===== src/rtl/dac_spi_pkg.sv =====
// Shared constants for the DAC SPI monitor: frame layout, command/address codes, FSM states.
package dac_spi_pkg;

  localparam int unsigned FRAME_BITS = 32;
  localparam int unsigned CMD_LSB    = 20;
  localparam int unsigned ADDR_LSB   = 16;
  localparam int unsigned DATA_LSB   = 4;

  localparam logic [3:0] CMD_WR         = 4'h0;
  localparam logic [3:0] CMD_UPD        = 4'h1;
  localparam logic [3:0] CMD_WR_UPD     = 4'h3;
  localparam logic [3:0] CMD_WR_UPD_ALL = 4'h2;

  localparam logic [3:0] ADDR_A   = 4'h0;
  localparam logic [3:0] ADDR_B   = 4'h1;
  localparam logic [3:0] ADDR_ALL = 4'hF;

  typedef enum logic [1:0] {
    ST_RESYNC,
    ST_IDLE,
    ST_SHIFT,
    ST_DONE
  } state_t;

  // Only the write-and-update commands move the DAC output, so only they touch the shadows.
  function automatic logic updates_shadow(input logic [3:0] c);
    return (c == CMD_WR_UPD) || (c == CMD_WR_UPD_ALL);
  endfunction

endpackage


===== src/rtl/dac_spi_monitor_if.sv =====
// DAC SPI bus as driven by the DAC driver; the monitor only ever listens.
interface dac_spi_monitor_if;
  logic SPI_SCK;
  logic SPI_MOSI;
  logic DAC_CS;
  logic DAC_CLR;

  modport master (output SPI_SCK, SPI_MOSI, DAC_CS, DAC_CLR);
  modport slave  (input  SPI_SCK, SPI_MOSI, DAC_CS, DAC_CLR);
endinterface


===== src/rtl/dac_spi_monitor_sync_edge_detect.sv =====
// Multi-flop synchroniser for an asynchronous input, with single-cycle rise/fall strobes.
module sync_edge_detect #(
  parameter int unsigned SYNC_STAGES = 2,
  parameter logic        RST_VAL     = 1'b0
) (
  input  logic clk,
  input  logic rst_n,
  input  logic d,
  output logic q,
  output logic rise,
  output logic fall
);

  logic [SYNC_STAGES-1:0] chain;
  logic                   prev;

  always_ff @(posedge clk or negedge rst_n) begin
    if (!rst_n) begin
      chain <= {SYNC_STAGES{RST_VAL}};
      prev  <= RST_VAL;
    end else begin
      chain <= {chain[SYNC_STAGES-2:0], d};
      prev  <= chain[SYNC_STAGES-1];
    end
  end

  assign q    = chain[SYNC_STAGES-1];
  assign rise = q & ~prev;
  assign fall = ~q & prev;

endmodule


===== src/rtl/dac_spi_monitor.sv =====
// Passive DAC SPI frame decoder: rebuilds 32-bit frames, reports fields, keeps A/B code shadows.
module dac_spi_monitor
  import dac_spi_pkg::*;
#(
  parameter int unsigned SYNC_STAGES = 2,
  parameter int unsigned DATA_W      = 12
) (
  input  logic              qzt_clk,
  input  logic              rst_n,
  dac_spi_monitor_if.slave  spi,
  output logic              frame_valid,
  output logic              frame_error,
  output logic [3:0]        cmd,
  output logic [3:0]        addr,
  output logic [DATA_W-1:0] data,
  output logic [DATA_W-1:0] dac_a,
  output logic [DATA_W-1:0] dac_b,
  output logic              busy
);

  localparam logic [5:0] CNT_FULL = 6'(FRAME_BITS);
  localparam logic [5:0] CNT_SAT  = 6'(FRAME_BITS + 1);

  logic sck_s, sck_rise, sck_fall;
  logic cs_s, cs_rise, cs_fall;
  logic clr_s, clr_rise, clr_fall;
  logic mosi_s;
  logic [SYNC_STAGES-1:0] mosi_chain;

  // CS synchroniser resets low so a reset mid-transfer lands in RESYNC and waits out the tail.
  sync_edge_detect #(.SYNC_STAGES(SYNC_STAGES), .RST_VAL(1'b0)) u_sync_sck (
    .clk(qzt_clk), .rst_n(rst_n), .d(spi.SPI_SCK), .q(sck_s), .rise(sck_rise), .fall(sck_fall)
  );
  sync_edge_detect #(.SYNC_STAGES(SYNC_STAGES), .RST_VAL(1'b0)) u_sync_cs (
    .clk(qzt_clk), .rst_n(rst_n), .d(spi.DAC_CS), .q(cs_s), .rise(cs_rise), .fall(cs_fall)
  );
  sync_edge_detect #(.SYNC_STAGES(SYNC_STAGES), .RST_VAL(1'b1)) u_sync_clr (
    .clk(qzt_clk), .rst_n(rst_n), .d(spi.DAC_CLR), .q(clr_s), .rise(clr_rise), .fall(clr_fall)
  );

  always_ff @(posedge qzt_clk or negedge rst_n) begin
    if (!rst_n) mosi_chain <= '0;
    else        mosi_chain <= {mosi_chain[SYNC_STAGES-2:0], spi.SPI_MOSI};
  end
  assign mosi_s = mosi_chain[SYNC_STAGES-1];

  state_t                  state, state_n;
  logic [FRAME_BITS-1:0]   sr;
  logic [5:0]              bit_cnt;
  logic                    done_good, done_bad;

  logic [3:0]        cmd_f, addr_f;
  logic [DATA_W-1:0] data_f;
  assign cmd_f  = sr[CMD_LSB +: 4];
  assign addr_f = sr[ADDR_LSB +: 4];
  assign data_f = sr[DATA_LSB +: DATA_W];

  logic unused_bits;
  assign unused_bits = &{sck_s, sck_fall, clr_rise, clr_fall, sr[31:24], sr[3:0]};

  always_ff @(posedge qzt_clk or negedge rst_n) begin
    if (!rst_n) state <= ST_RESYNC;
    else        state <= state_n;
  end

  always_comb begin
    state_n   = state;
    done_good = 1'b0;
    done_bad  = 1'b0;
    busy      = (state == ST_SHIFT);
    if (!clr_s) begin
      state_n = ST_RESYNC;
    end else begin
      case (state)
        ST_RESYNC: if (cs_s)    state_n = ST_IDLE;
        ST_IDLE:   if (cs_fall) state_n = ST_SHIFT;
        ST_SHIFT:  if (cs_rise) state_n = ST_DONE;
        ST_DONE: begin
          state_n = ST_IDLE;
          if (bit_cnt == CNT_FULL) done_good = 1'b1;
          else                     done_bad  = 1'b1;
        end
        default: state_n = ST_RESYNC;
      endcase
    end
  end

  // Pulses and fields are registered out of DONE, giving the two-cycle latency from the CS rise.
  always_ff @(posedge qzt_clk or negedge rst_n) begin
    if (!rst_n) begin
      sr          <= '0;
      bit_cnt     <= '0;
      frame_valid <= 1'b0;
      frame_error <= 1'b0;
      cmd         <= '0;
      addr        <= '0;
      data        <= '0;
      dac_a       <= '0;
      dac_b       <= '0;
    end else begin
      frame_valid <= done_good;
      frame_error <= done_bad;
      if (state == ST_IDLE && cs_fall) begin
        sr      <= '0;
        bit_cnt <= '0;
      end else if (state == ST_SHIFT && sck_rise && !cs_s) begin
        sr <= {sr[FRAME_BITS-2:0], mosi_s};
        if (bit_cnt != CNT_SAT) bit_cnt <= bit_cnt + 6'd1;
      end
      if (done_good) begin
        cmd  <= cmd_f;
        addr <= addr_f;
        data <= data_f;
        if (updates_shadow(cmd_f)) begin
          if (addr_f == ADDR_A || addr_f == ADDR_ALL) dac_a <= data_f;
          if (addr_f == ADDR_B || addr_f == ADDR_ALL) dac_b <= data_f;
        end
      end
      if (!clr_s) begin
        dac_a <= '0;
        dac_b <= '0;
      end
    end
  end

endmodule


===== src/flat_wrapper.sv =====
// flat-port wrapper written by rule: the top's interface ports become plain ports
module dac_spi_monitor_flat import dac_spi_pkg::*;
#(
  parameter int unsigned SYNC_STAGES = 2,
  parameter int unsigned DATA_W      = 12
)
  (qzt_clk, rst_n, frame_valid, frame_error, cmd, addr, data, dac_a, dac_b, busy, spi_SPI_SCK, spi_SPI_MOSI, spi_DAC_CS, spi_DAC_CLR);
  dac_spi_monitor_if spi_i ();
  input  logic qzt_clk;
  input  logic rst_n;
  output logic frame_valid;
  output logic frame_error;
  output logic [3:0] cmd;
  output logic [3:0] addr;
  output logic [DATA_W-1:0] data;
  output logic [DATA_W-1:0] dac_a;
  output logic [DATA_W-1:0] dac_b;
  output logic busy;
  input wire logic [$bits(spi_i.SPI_SCK)-1:0] spi_SPI_SCK;
  input wire logic [$bits(spi_i.SPI_MOSI)-1:0] spi_SPI_MOSI;
  input wire logic [$bits(spi_i.DAC_CS)-1:0] spi_DAC_CS;
  input wire logic [$bits(spi_i.DAC_CLR)-1:0] spi_DAC_CLR;
  assign spi_i.SPI_SCK = spi_SPI_SCK;
  assign spi_i.SPI_MOSI = spi_SPI_MOSI;
  assign spi_i.DAC_CS = spi_DAC_CS;
  assign spi_i.DAC_CLR = spi_DAC_CLR;
  dac_spi_monitor #(.SYNC_STAGES(SYNC_STAGES), .DATA_W(DATA_W)) u_core (.qzt_clk(qzt_clk), .rst_n(rst_n), .spi(spi_i), .frame_valid(frame_valid), .frame_error(frame_error), .cmd(cmd), .addr(addr), .data(data), .dac_a(dac_a), .dac_b(dac_b), .busy(busy));
endmodule

===== config.mk =====
export PLATFORM = sky130hd
export DESIGN_NAME = dac_spi_monitor_flat
export DESIGN_NICKNAME = d
export VERILOG_FILES = /design/src/rtl/dac_spi_pkg.sv /design/src/rtl/dac_spi_monitor_if.sv /design/src/rtl/dac_spi_monitor_sync_edge_detect.sv /design/src/rtl/dac_spi_monitor.sv /design/src/flat_wrapper.sv
export SDC_FILE = /design/constraint.sdc
export NUM_CORES = 1
export LEC_CHECK = 0
export ABC_AREA = 1
export CORE_UTILIZATION = 49
export DETAILED_ROUTE_END_ITERATION = 8
export PLACE_DENSITY = 0.76
export SYNTH_ARGS = -nofsm -noshare
export SYNTH_HDL_FRONTEND = slang
export SYNTH_HIERARCHICAL = 1
export SYNTH_SLANG_ARGS = --single-unit

===== constraint.sdc =====
create_clock -name qzt_clk -period 1.3 [get_ports qzt_clk]
set_input_delay 0.13 -clock qzt_clk [delete_from_list [all_inputs] [get_ports qzt_clk]]
set_output_delay 0.13 -clock qzt_clk [all_outputs]
set_load 0.03 [all_outputs]

==> results of run 1 <==
worst register-to-register path, stage by stage (launching register included):
cell,delay [ps]
dfrtp_2,470
buf_6,140
ha_4,160
nand2_4,80
buf_4,120
buf_6,110
nand2_8,100
buf_6,170
o22ai_2,140
worst paths after layout:
check,endpoint,from,slack (ps),depth (start not counted)
hold / removal,u_core/u_sync_clr/chain[0],spi_DAC_CLR,170,1
hold reg to reg,u_core/u_sync_clr/chain[1],u_core/u_sync_clr/chain[0],360,0
setup reg to reg,u_core/sr[20],u_core/state[0],-240,8
min in group asynchronous,u_core/dac_b[6],rst_n,270,3
max in group asynchronous,u_core/u_sync_clr/chain[1],rst_n,720,3
setup / recovery,u_core/sr[20],u_core/state[0],-240,8
final cells by class:
class | instances | area [sq um]
Clock buffer | 9 | 124
Clock inverter | 7 | 124
Fill cell | 450 | 1650
Inverter | 48 | 198
Multi-Input combinational cell | 244 | 1770
Sequential cell | 88 | 2210
Tap cell | 99 | 124
Timing Repair Buffer | 110 | 1050
Timing Repair inverter | 1 | 11.3
routing by layer:
metal / GRT usage [%] / wire length [microns]
met5: 0 / 0
met4: 15.4 / 279
met2: 46.2 / 5490
met3: 4.38 / 385
met1: 32.4 / 4250
repair_timing:
item                       4_1_cts  5_1_grt
hold buffers                     1        0
setup endpoints to repair      122       93
cloned                           4        0
pin swaps                       15       15
setup buffers                   17        6
gates resized for setup        152       88
hold endpoints to repair        86        0
registers in the layout, indices dropped and copies added (netlist names):
signal                   cells
u_core/frame_error           1
u_core/u_sync_clr/chain      2
u_core/u_sync_sck/chain      2
u_core/dac_b                12
u_core/u_sync_cs/prev        1
u_core/state                 2
u_core/sr                   24
u_core/bit_cnt               6
u_core/dac_a                12
u_core/cmd                   4
u_core/data                 12
u_core/frame_valid           1
u_core/u_sync_cs/chain       2
u_core/mosi_chain            2
u_core/addr                  4
u_core/u_sync_sck/prev       1
power by group:
group	switching [mW]	internal [mW]
Combinational	1.00	0.873
Sequential	0.123	2.84
Clock	1.03	1.30
per-stage QoR:
stage | setup slack, ps | util, % | setup TNS (ps)
final | -241 | 77.3 | -13040
after global routing | -285 | 77.3 | -17100
after CTS | -155 | 74.1 | -6580
after detailed placement | -182 | 63.8 | -7340
after global placement | -90.3 | 63.8 | -2700
after floorplan | -32.2 | - | -1180
cells in the final DEF (no fill, tap or decap), types with 3 or more instances in the layout:
cell and n:
nand2_2 36, nor2_1 7, clkbuf_2 4, nand3_2 13, o21ai_1 20, nand2_4 4
bufinv_16 3, inv_1 39, dlygate4sd2_1 23, buf_12 5, buf_6 19, nand4_1 5
inv_8 3, inv_2 6, inv_6 3, dfrtp_1 84, nor2_4 13, nand2_1 81
o21ai_2 15, ha_4 5, nand3_4 7, o22ai_2 6, clkdlybuf4s15_1 19, clkdlybuf4s50_1 4
clkbuf_8 9, nand3_1 11, ha_1 3, buf_4 33, nor2_2 3
==> flow_metrics.py, run 1 <==
metrics = {
    "status": {
        "status": "complete, but fails checks",
        "violations": "negative setup slack",
    },
    "timing": {
        "fin_ws_ps": -241,
        "hold_slack_ps": 171,
        "slew_headroom_pct": 76.8,
        "fin_skew_ps": 15.4,
        "hold_viol_final": 0,
        "worstMarginPinSlew_ps": 350,
        "post-route-period-util_pct": 119,
        "rsz0062_at_grt": "yes",
        "slew_viol_final": 0,
        "fmax_mhz": 649,
        "finalSetupViolations": 79,
        "fin_crit_ps": 1540,
    },
    "grt": {
        "grt_pass1_vias": 3196,
        "track_usage_pct": 27.0,
        "grt_pass1_wl_mm": 15.6,
        "antenna_found_initial": 0,
        "overflow": 0,
        "grt_max_degree": 48,
    },
    "power_and_ir_drop": {
        "total_power_mw": 7.17,
        "powerDensity_nw_per_um2": 1280,
        "power.leakage_nw": 2.73,
        "peakVddDrop_v": 0.00113,
    },
    "detailed_routing": {
        "vias": 3162,
        "drt_pre_antenna_iters": 4,
        "drc": 0,
        "viasPerCell": 5.22,
        "ant_nets": 0,
        "wl_per_cell_microns": 17.2,
        "routed_wl_mm": 10.4,
        "drt_iter0_markers": 258,
    },
    "floorplanning": {
        "start_util_pct": 50.9,
        "pin_count": 53,
        "fp.dieH_microns": 88.8,
        "dieArea_sq_um": 7890,
        "rows": 31,
        "core_sq_um": 7250,
        "die_x_microns": 88.8,
    },
    "setup_path": {
        "critPathArrivalTime_ps": 1820,
        "end_kind": "flop",
        "crit_slowest_cell": "dfrtp_2",
        "path_cells": "buf_6 > ha_4 > nand2_4 > buf_4 > buf_6 > nand2_8 > buf_6 > o22ai_2",
        "crit_fanout": 6,
        "critPathBufInv": 4,
        "critPathMaxStageDelay_ps": 470,
        "cp-start-kind": "flop",
        "crit_type": "flop to flop",
        "cp.required_ps": 1580,
        "cp_common_cell": "buf_6",
        "cp_top_family": "buffers and inverters",
    },
    "clock_tree": {
        "cts.sinks": 88,
        "clk-insertion-delay-late_ps": 360,
        "cts_tree": "built",
        "cts_buffers": 9,
        "cts.path.max_buffers": 2,
        "h-tree-depth": 3,
        "cts.clk_slew.worst_paths_ps": 90,
        "cts-root-buf": "clkbuf_8",
    },
    "final_layout": {
        "layoutNonFillerInstCount": 606,
        "diodes": 0,
        "fin_area_sq_um": 5610,
        "layout.nets": 516,
        "drive_gt1_share_pct": 40.4,
        "syn2layout_area_growth_pct": 51.8,
    },
    "synth": {
        "syn-cell-area_sq_um": 3690,
        "syn_inst": 391,
        "yosysWarnings": 6,
        "syn_area_per_cell_sq_um": 9.45,
        "synth_fp_nets": 405,
    },
    "placed_design": {
        "gp_congestion": 0.852,
        "dp_hpwl_mm": 5.67,
        "dp.cells": 564,
        "port_buffers": 52,
        "placed_cell_area_sq_um": 4630,
    },
    "worst_hold_path": {
        "hp-class": "input port to flop",
    },
    "job": {
        "maxCapViolCount": 0,
    },
}
Note: power is estimated with default switching activity, not from simulation.
==> run 2, diff against run 1 <==
Settings changed: ABC_AREA 1 to 0.
==> run 2 against run 1 <==
  * Setup slack got worse by 150 ps
  * Utilization decreased by 3.8 points
  * Area after synthesis decreased by 2.2%
  * The flow still finishes with violations (negative setup slack)
  * Die area decreased by 2.1%
  * First-iteration DRC count decreased by 40%
  * Critical path depth decreased by 2
  * Wire length decreased by 23%
  * Highest routed layer unchanged
  * Critical endpoint is now u_core/dac_a[11]
  * Cell count decreased by 15%
  * Non-clock buffer count decreased by 8
  * Sequential power decreased by 3%
  * Global-route usage decreased by 3.8 points
  * Synthesized cell count decreased by 19%
  * Largest power group unchanged
==> flow_metrics.py, run 2 <==
metrics = {
    "clock_tree": {
        "clk-insertion-delay-late_ps": 370,
        "cts.path.max_buffers": 2,
        "h-tree-depth": 3,
        "cts_tree": "built",
        "cts_buffers": 9,
        "cts.sinks": 88,
        "cts.clk_slew.worst_paths_ps": 80,
        "cts-root-buf": "clkbuf_8",
    },
    "floorplanning": {
        "core_sq_um": 6940,
        "pin_count": 53,
        "dieArea_sq_um": 7720,
        "fp.dieH_microns": 87.9,
        "start_util_pct": 52.0,
        "rows": 30,
        "die_x_microns": 87.9,
    },
    "setup_path": {
        "end_kind": "flop",
        "cp.depth": 6,
        "reg2regPathDepth": 6,
        "critPathBufInv": 2,
        "critPathMaxStageDelay_ps": 410,
        "crit_type": "flop to flop",
        "cp.required_ps": 1590,
        "crit_slowest_cell": "dfrtp_1",
        "cp_top_family": "simple AND/OR/NAND/NOR gates",
        "cp-start-kind": "flop",
        "crit_fanout": 12,
        "path_cells": "nor4b_4 > buf_4 > nand4_1 > a21oi_2 > buf_12 > mux2i_1",
        "critPathArrivalTime_ps": 1980,
    },
    "detailed_routing": {
        "drt_pre_antenna_iters": 5,
        "drt_iter0_markers": 156,
        "vias": 2647,
        "routed_wl_mm": 8.04,
        "wl_per_cell_microns": 15.7,
        "ant_nets": 0,
        "drc": 0,
        "viasPerCell": 5.16,
    },
    "final_layout": {
        "largest_register_ffs": 24,
        "diodes": 0,
        "syn2layout_area_growth_pct": 41.4,
        "layout.nets": 426,
        "drive_gt1_share_pct": 32.6,
        "fin_util_pct": 73.5,
        "layout_common_cells": "dfrtp_1, nand2_1, buf_4",
        "mostFrequentLayoutCell": "dfrtp_1",
        "top_register": "u_core/sr",
    },
    "status": {
        "violations": "negative setup slack",
        "status": "complete, but fails checks",
    },
    "worst_hold_path": {
        "hp-class": "input port to flop",
        "min_delay_path_depth": 1,
    },
    "grt": {
        "track_usage_pct": 23.2,
        "overflow": 0,
        "antenna_found_initial": 0,
        "grt_pass1_vias": 2782,
        "grt_max_degree": 40,
        "grt_pass1_wl_mm": 13.3,
    },
    "power_and_ir_drop": {
        "powerDensity_nw_per_um2": 1110,
        "power.leakage_nw": 2.53,
        "peakVddDrop_v": 0.000757,
    },
    "placed_design": {
        "gp_congestion": 0.841,
        "port_buffers": 52,
        "dp_hpwl_mm": 4.91,
        "dpl_worst_slack_ps": -369,
    },
    "synth": {
        "syn-cell-area_sq_um": 3610,
        "syn_inst": 315,
        "syn_area_per_cell_sq_um": 11.5,
        "yosysWarnings": 6,
        "synth_fp_nets": 329,
    },
    "timing": {
        "hold_viol_final": 0,
        "finalSetupViolations": 78,
        "worstMarginPinSlew_ps": 441,
        "fin_crit_ps": 1690,
        "rsz0062_at_grt": "yes",
        "slew_viol_final": 0,
        "slew_headroom_pct": 70.6,
        "post-route-period-util_pct": 130,
        "fmax_mhz": 590,
        "fin_ws_ps": -394,
        "fin_skew_ps": 7.31,
    },
    "job": {
        "maxCapViolCount": 0,
    },
}
[run 2: layout make-up]
type	count	area, sq um
Sequential cell	88	2200
Fill cell	461	1840
Multi-Input combinational cell	202	1510
Timing Repair Buffer	102	1040
Clock buffer	10	128
Tap cell	96	120
Clock inverter	6	68.8
Inverter	9	33.8
[run 2: repair_timing]
action	in CTS	in global routing
endpoints found under the setup margin	123	94
pin swaps	24	2
cloned	2	1
hold buffers	1	0
endpoints found under the hold margin	25	0
gates resized for setup	113	22
buffers inserted	6	5
[run 2: layer usage]
layer / vias up / part of all wire (%) / global-route usage [%]
met1: 1301 / 44 / 29.7
met3: 22 / 4.3 / 4.62
met5: - / 0 / 0
met4: 0 / 2.9 / 11.8
li1: 1241 / - / -
met2: 83 / 48 / 37.7
[run 2: metrics by stage]
stage	hold WS [ps]	setup TNS [ps]	power [mW]	cell area, sq um	instances
global route	168	-25310	5.92	5110	513
finish	168	-20890	5.66	5110	513
detailed placement	106	-18170	3.68	4550	484
CTS	167	-18520	5.67	5020	507
floorplan	-166	-15160	3.31	3680	315
global placement	104	-15310	3.64	4550	484
[run 2: path summary, 6_finish.rpt]
| kind | start | to | slack (ps) |
|---|---|---|---|
| hold / removal | spi_DAC_CLR | u_core/u_sync_clr/chain[0] | 170 |
| max in group asynchronous | rst_n | u_core/u_sync_sck/prev | 540 |
| hold reg to reg | u_core/u_sync_cs/chain[0] | u_core/u_sync_cs/chain[1] | 350 |
| setup reg to reg | u_core/bit_cnt[4] | u_core/dac_a[11] | -390 |
| setup / recovery | u_core/bit_cnt[4] | u_core/dac_a[11] | -390 |
| min in group asynchronous | rst_n | u_core/dac_b[8] | 260 |
[run 2: report_power, final]
part,switching [mW],internal [mW]
Clock,0.981,0.898
Sequential,0.0721,2.81
Combinational,0.466,0.436
==> RTL edit 1, RTL diff (config.mk and constraints of run 2) <==
Set the package constant `DATA_LSB` to 8 (it was 4).
--- a/src/rtl/dac_spi_pkg.sv
+++ b/src/rtl/dac_spi_pkg.sv
@@ -4,7 +4,7 @@
   localparam int unsigned FRAME_BITS = 32;
   localparam int unsigned CMD_LSB    = 20;
   localparam int unsigned ADDR_LSB   = 16;
-  localparam int unsigned DATA_LSB   = 4;
+  localparam int unsigned DATA_LSB   = 8;
 
   localparam logic [3:0] CMD_WR         = 4'h0;
   localparam logic [3:0] CMD_UPD        = 4'h1;
Behaviour: no difference found for any inputs over 10 cycles, from zero or initial values and one cycle with rst_n low; that may be too few to reach the edited logic, so the function may still have changed.
==> RTL edit 1 against run 2 <==
- the run still ends with negative setup slack left
- total power is 1.9% higher
- worst setup slack worse by 0.067 ns
- non-clock buffer count rose by 17
- routed wire length is 8.5% higher
- sequential power down 4%
- design area rose by 0.93%
- sequential cell count decreased by 4
- area after synthesis shrank 4.4%
==> RTL edit 1: results (changes against run 2) <==
Final net count: 415 (was 426)
Slew headroom: 71.0% (was 70.6%)
DRT iter0 DRCs: 138 (was 156)
Syn. warnings: 6 (unchanged)
Status: finished with violations (unchanged)
VDD IR max: 0.000738 V (was 0.000757 V)
Worst hold path class: input pin to flop (unchanged)
Maximum fanout along the worst path: 5 (was 12)
Worst path arrival time: 2.00 ns (was 1.98 ns)
HPWL Detailed: 4.85 mm (was 4.91 mm)
CP max stage delay: 0.43 ns (was 0.41 ns)
Clock-pin slew on the worst setup and hold paths: 0.08 ns (about the same)
Setup Total Neg Slack: -24.78 ns (was -20.89 ns)
Wirelength per Cell: 17.4 um (was 15.7 um)
PortBufs: 52 (unchanged)
Cells after Synth: 292 (was 315)
Syn nets: 306 (was 329)
CTS root buf: clkbuf_8 (unchanged)
DR vias/cell: 5.41 (was 5.16)
Tot GR Track Use: 23.8% (was 23.2%)
Failing checks: negative setup slack (unchanged)
Dpl cells: 465 (was 484)
Worst Skew: 0.0171 ns (was 0.00731 ns)
DRT Pass-1 Iters: 4 (was 5)
GPL Wtd Cong: 0.765 (was 0.841)
TritonCTS Buffers: 9 (unchanged)
Routed vias: 2716 (was 2647)
Crit path max-delay family: buffers and inverters (was simple AND/OR/NAND/NOR gates)
Largest net degree at the start of global routing: 31 (was 40)
First-pass GRT wire length: 13.3 mm (about the same)
Worst skew pair latency: 0.36 ns
PnR worst setup slack: -0.462 ns (was -0.394 ns)
CTS H-tree lvls: 3 (unchanged)
Leak Pwr: 2.75 nW (was 2.53 nW)
Final setup vio count: 74 (was 78)
Initial antenna violation count: 0 (unchanged)
Ant diodes: 0 (unchanged)
Layout cell share with drive strength beyond 1: 43.6% (was 32.6%)
Top Registers: u_core/sr: 24 flops, u_core/dac_a: 12 flops, u_core/dac_b: 12 flops
Clock Path Buffers: 2 (unchanged)
CP max stage cell: dfrtp_1 (unchanged)
==> RTL edit 1: metal layers <==
metal  GRT usage, %  share of wire, %  vias up
met5              0                 0        -
li1               -                 -     1219
met3           3.85               3.8       24
met4           10.5               2.8        0
met2           41.8                53       99
met1           29.1                40     1374
==> RTL edit 1: what timing repair did <==
action / 4_1_cts / 5_1_grt
resized for setup: 136 / 39
endpoints found under the hold margin: 24 / 0
endpoints found under the setup margin: 120 / 86
pin swaps: 32 / 7
buffers inserted: 13 / 7
hold buffers: 1 / 0
cloned: 4 / 0
==> RTL edit 1: report_power, final <==
part | leakage, nW | internal [mW] | switching (mW)
clock network | 0.0935 | 0.904 | 0.961
logic | 1.52 | 0.573 | 0.568
registers | 1.14 | 2.69 | 0.0719
total | 2.75 | 4.17 | 1.60
==> RTL edit 1: worst paths after layout <==
path                                            start                    endpoint  slack, ns  cells past startpoint
min in group asynchronous                       rst_n             u_core/dac_b[6]       0.26                      2
max                                 u_core/bit_cnt[2]               u_core/cmd[0]      -0.46                      6
max reg2reg                         u_core/bit_cnt[2]               u_core/cmd[0]      -0.46                      6
min                                       spi_DAC_CLR  u_core/u_sync_clr/chain[0]       0.18                      1
min reg2reg                u_core/u_sync_sck/chain[0]  u_core/u_sync_sck/chain[1]       0.35                      0
max in group asynchronous                       rst_n               u_core/sr[21]       0.50                      3
==> RTL edit 1: per-stage QoR <==
step	area, um2	hold slack, ns	utilization, %	worst slack, ns	power (mW)
detailed placement	4420	0.0928	65.1	-0.476	3.65
CTS	5040	0.177	74.1	-0.408	5.75
global placement	4420	0.0946	65.1	-0.382	3.62
global route	5150	0.174	75.9	-0.540	6.01
finish	5150	0.183	75.9	-0.462	5.77
floorplan	3540	-0.166	-	-0.379	3.24
==> RTL edit 1: area by class of cell <==
type,count,area (um2)
well taps,96,120
flip-flops and latches,84,2110
clock inverters,6,71.3
fillers,412,1640
inverters,9,38.8
repair buffers,119,1140
multi-input cells,178,1550
clock buffers,10,128
==> RTL edit 1: worst reg2reg max path: cells and delay by family, from the launching register on <==
kind	cells	cell delay [ns]
buffers and inverters	3	0.49
DFF	1	0.43
and+or+nand+nor	2	0.44
muxes	1	0.28
==> RTL edit 2, RTL diff (config.mk and constraints of run 2) <==
Made on the original files. Re-encode `state_t` (4 states) as Gray code, 2 bits wide.
--- a/src/rtl/dac_spi_pkg.sv
+++ b/src/rtl/dac_spi_pkg.sv
@@ -16,10 +16,10 @@
   localparam logic [3:0] ADDR_ALL = 4'hF;
 
   typedef enum logic [1:0] {
-    ST_RESYNC,
-    ST_IDLE,
-    ST_SHIFT,
-    ST_DONE
+    ST_RESYNC = 2'b00,
+    ST_IDLE   = 2'b01,
+    ST_SHIFT  = 2'b11,
+    ST_DONE   = 2'b10
   } state_t;
 
   // Only the write-and-update commands move the DAC output, so only they touch the shadows.
Behaviour: no difference found for any inputs over 10 cycles, from zero or initial values and one cycle with rst_n low; not proved beyond that.
==> RTL edit 2 against run 2 <==
- the flow still finishes with violations (negative setup slack)
- sequential cell count unchanged
- global-route usage increased by 1.3 points
- area after synthesis decreased by 7.2%
- design area decreased by 5.0%
- routed wire length increased by 9.0%
- count of clock-buffer cells in the layout unchanged
- worst setup slack got worse by 0.16 ns
- non-clock buffer count increased by 12
- critical path type unchanged
Power is not compared: it rests on default switching activity, and its combinational part moved more than twofold at a synthesized area within 25%.
==> RTL edit 2: results (changes against run 2) <==
Status: finished with violations (unchanged)
Failing checks: negative setup slack (unchanged)
Vias in the first global route: 2446 (was 2782)
CTS root buf: clkbuf_8 (unchanged)
CTS H-tree lvls: 3 (unchanged)
Largest net degree at the start of global routing: 89 (was 40)
HPWL Detailed: 4.64 mm (was 4.91 mm)
First-pass GRT wire length: 13.0 mm (was 13.3 mm)
Tot GR Track Use: 24.5% (was 23.2%)
Routed vias: 2457 (was 2647)
DRT Pass-1 Iters: 6 (was 5)
Worst hold path class: input pin to flop (unchanged)
Hold path depth: 1 (unchanged)
TritonCTS Buffers: 9 (unchanged)
Pre-CTS setup slack: -0.479 ns (was -0.369 ns)
Hold_sp: spi_DAC_CLR (unchanged)
Final net count: 344 (was 426)
Cells after Synth: 224 (was 315)
Ant diodes: 0 (unchanged)
Setup Total Neg Slack: -26.59 ns (was -20.89 ns)
Maximum fanout along the worst path: 19 (was 12)
DR vias/cell: 5.91 (was 5.16)
Slew headroom: 69.3% (was 70.6%)
GPL Wtd Cong: 0.803 (was 0.841)
DP Area: 0.00431 mm2 (was 0.00455 mm2)
PnR worst setup slack: -0.550 ns (was -0.394 ns)
Register bank with the most flops: u_core/sr (unchanged)
Leak Pwr: 2.49 nW
Syn nets: 233 (was 329)
Final WL: 8.76 mm (was 8.04 mm)
Initial antenna violation count: 0 (unchanged)
Dpl cells: 380 (was 484)
Reg2reg start: u_core/bit_cnt[2] (was u_core/bit_cnt[4])
VDD IR max: 0.000719 V
DRT iter0 DRCs: 171 (was 156)
End of the worst register-to-register path: u_core/data[3] (was u_core/dac_a[11])
Final ANT Viol Nets: 0 (unchanged)
Worst skew pair latency: 0.36 ns
Worst R2R Path Depth: 5 (was 6)
Final setup vio count: 77 (was 78)
Worst Hold Endpoint: u_core/u_sync_clr/chain[0] (unchanged)
Layout cell share with drive strength beyond 1: 36.3% (was 32.6%)
Worst Skew: 0.00824 ns (was 0.00731 ns)
WHS: 0.175 ns (was 0.168 ns)
PortBufs: 52 (unchanged)
Clock Path Buffers: 2 (unchanged)
Critical path type: flop to flop (unchanged)
Syn. warnings: 6 (unchanged)
Max reg flops: 24 (unchanged)
Clock-pin slew on the worst setup and hold paths: 0.08 ns (about the same)
Worst path arrival time: 2.09 ns (was 1.98 ns)
==> RTL edit 2: worst max-delay path by stage <==
stage / endpoint / slack, ns
global route: u_core/cmd[2] / -0.61
CTS: u_core/addr[0] / -0.44
floorplan: u_core/addr[3] / -0.50
global placement: u_core/data[9] / -0.43
finish: u_core/data[3] / -0.55
detailed placement: u_core/addr[0] / -0.48
==> RTL edit 2: layout make-up <==
class,instances,area [um2]
flip-flops and latches,88,2200
fillers,419,1610
multi-input cells,119,1200
repair buffers,114,1110
clock buffers,10,128
clock inverters,5,106
well taps,77,96.3
inverters,3,11.3
==> RTL edit 2: worst max-delay path: stages, from the launching register on <==
cell and delay (ns):
dfrtp_1 0.41, nor4b_4 0.34, and4b_1 0.28, and2_4 0.21, buf_12 0.18, mux2_4 0.31
==> RTL edit 2: where the power goes <==
group          leakage (nW)  switching (mW)  internal, mW
combinational          1.17           0.143         0.103
sequential             1.20          0.0116          2.76
clock                 0.113           0.929          1.27
total                  2.49            1.08          4.13
==> RTL edit 2: what timing repair did <==
item | 4_1_cts | 5_1_grt
hold buffers | 1 | 0
gates cloned | 2 | 1
pin swaps | 11 | 13
endpoints found under the setup margin | 122 | 85
hold endpoints to repair | 86 | 0
setup buffers | 15 | 5
resized for setup | 78 | 22
==> RTL edit 2: per-layer routing <==
layer	vias up	GRT usage, %	share of wire, %
met3	23	4.33	5.5
li1	1072	-	-
met4	0	11.7	2.6
met1	1268	33.2	43
met5	-	0	0
met2	94	38.7	49
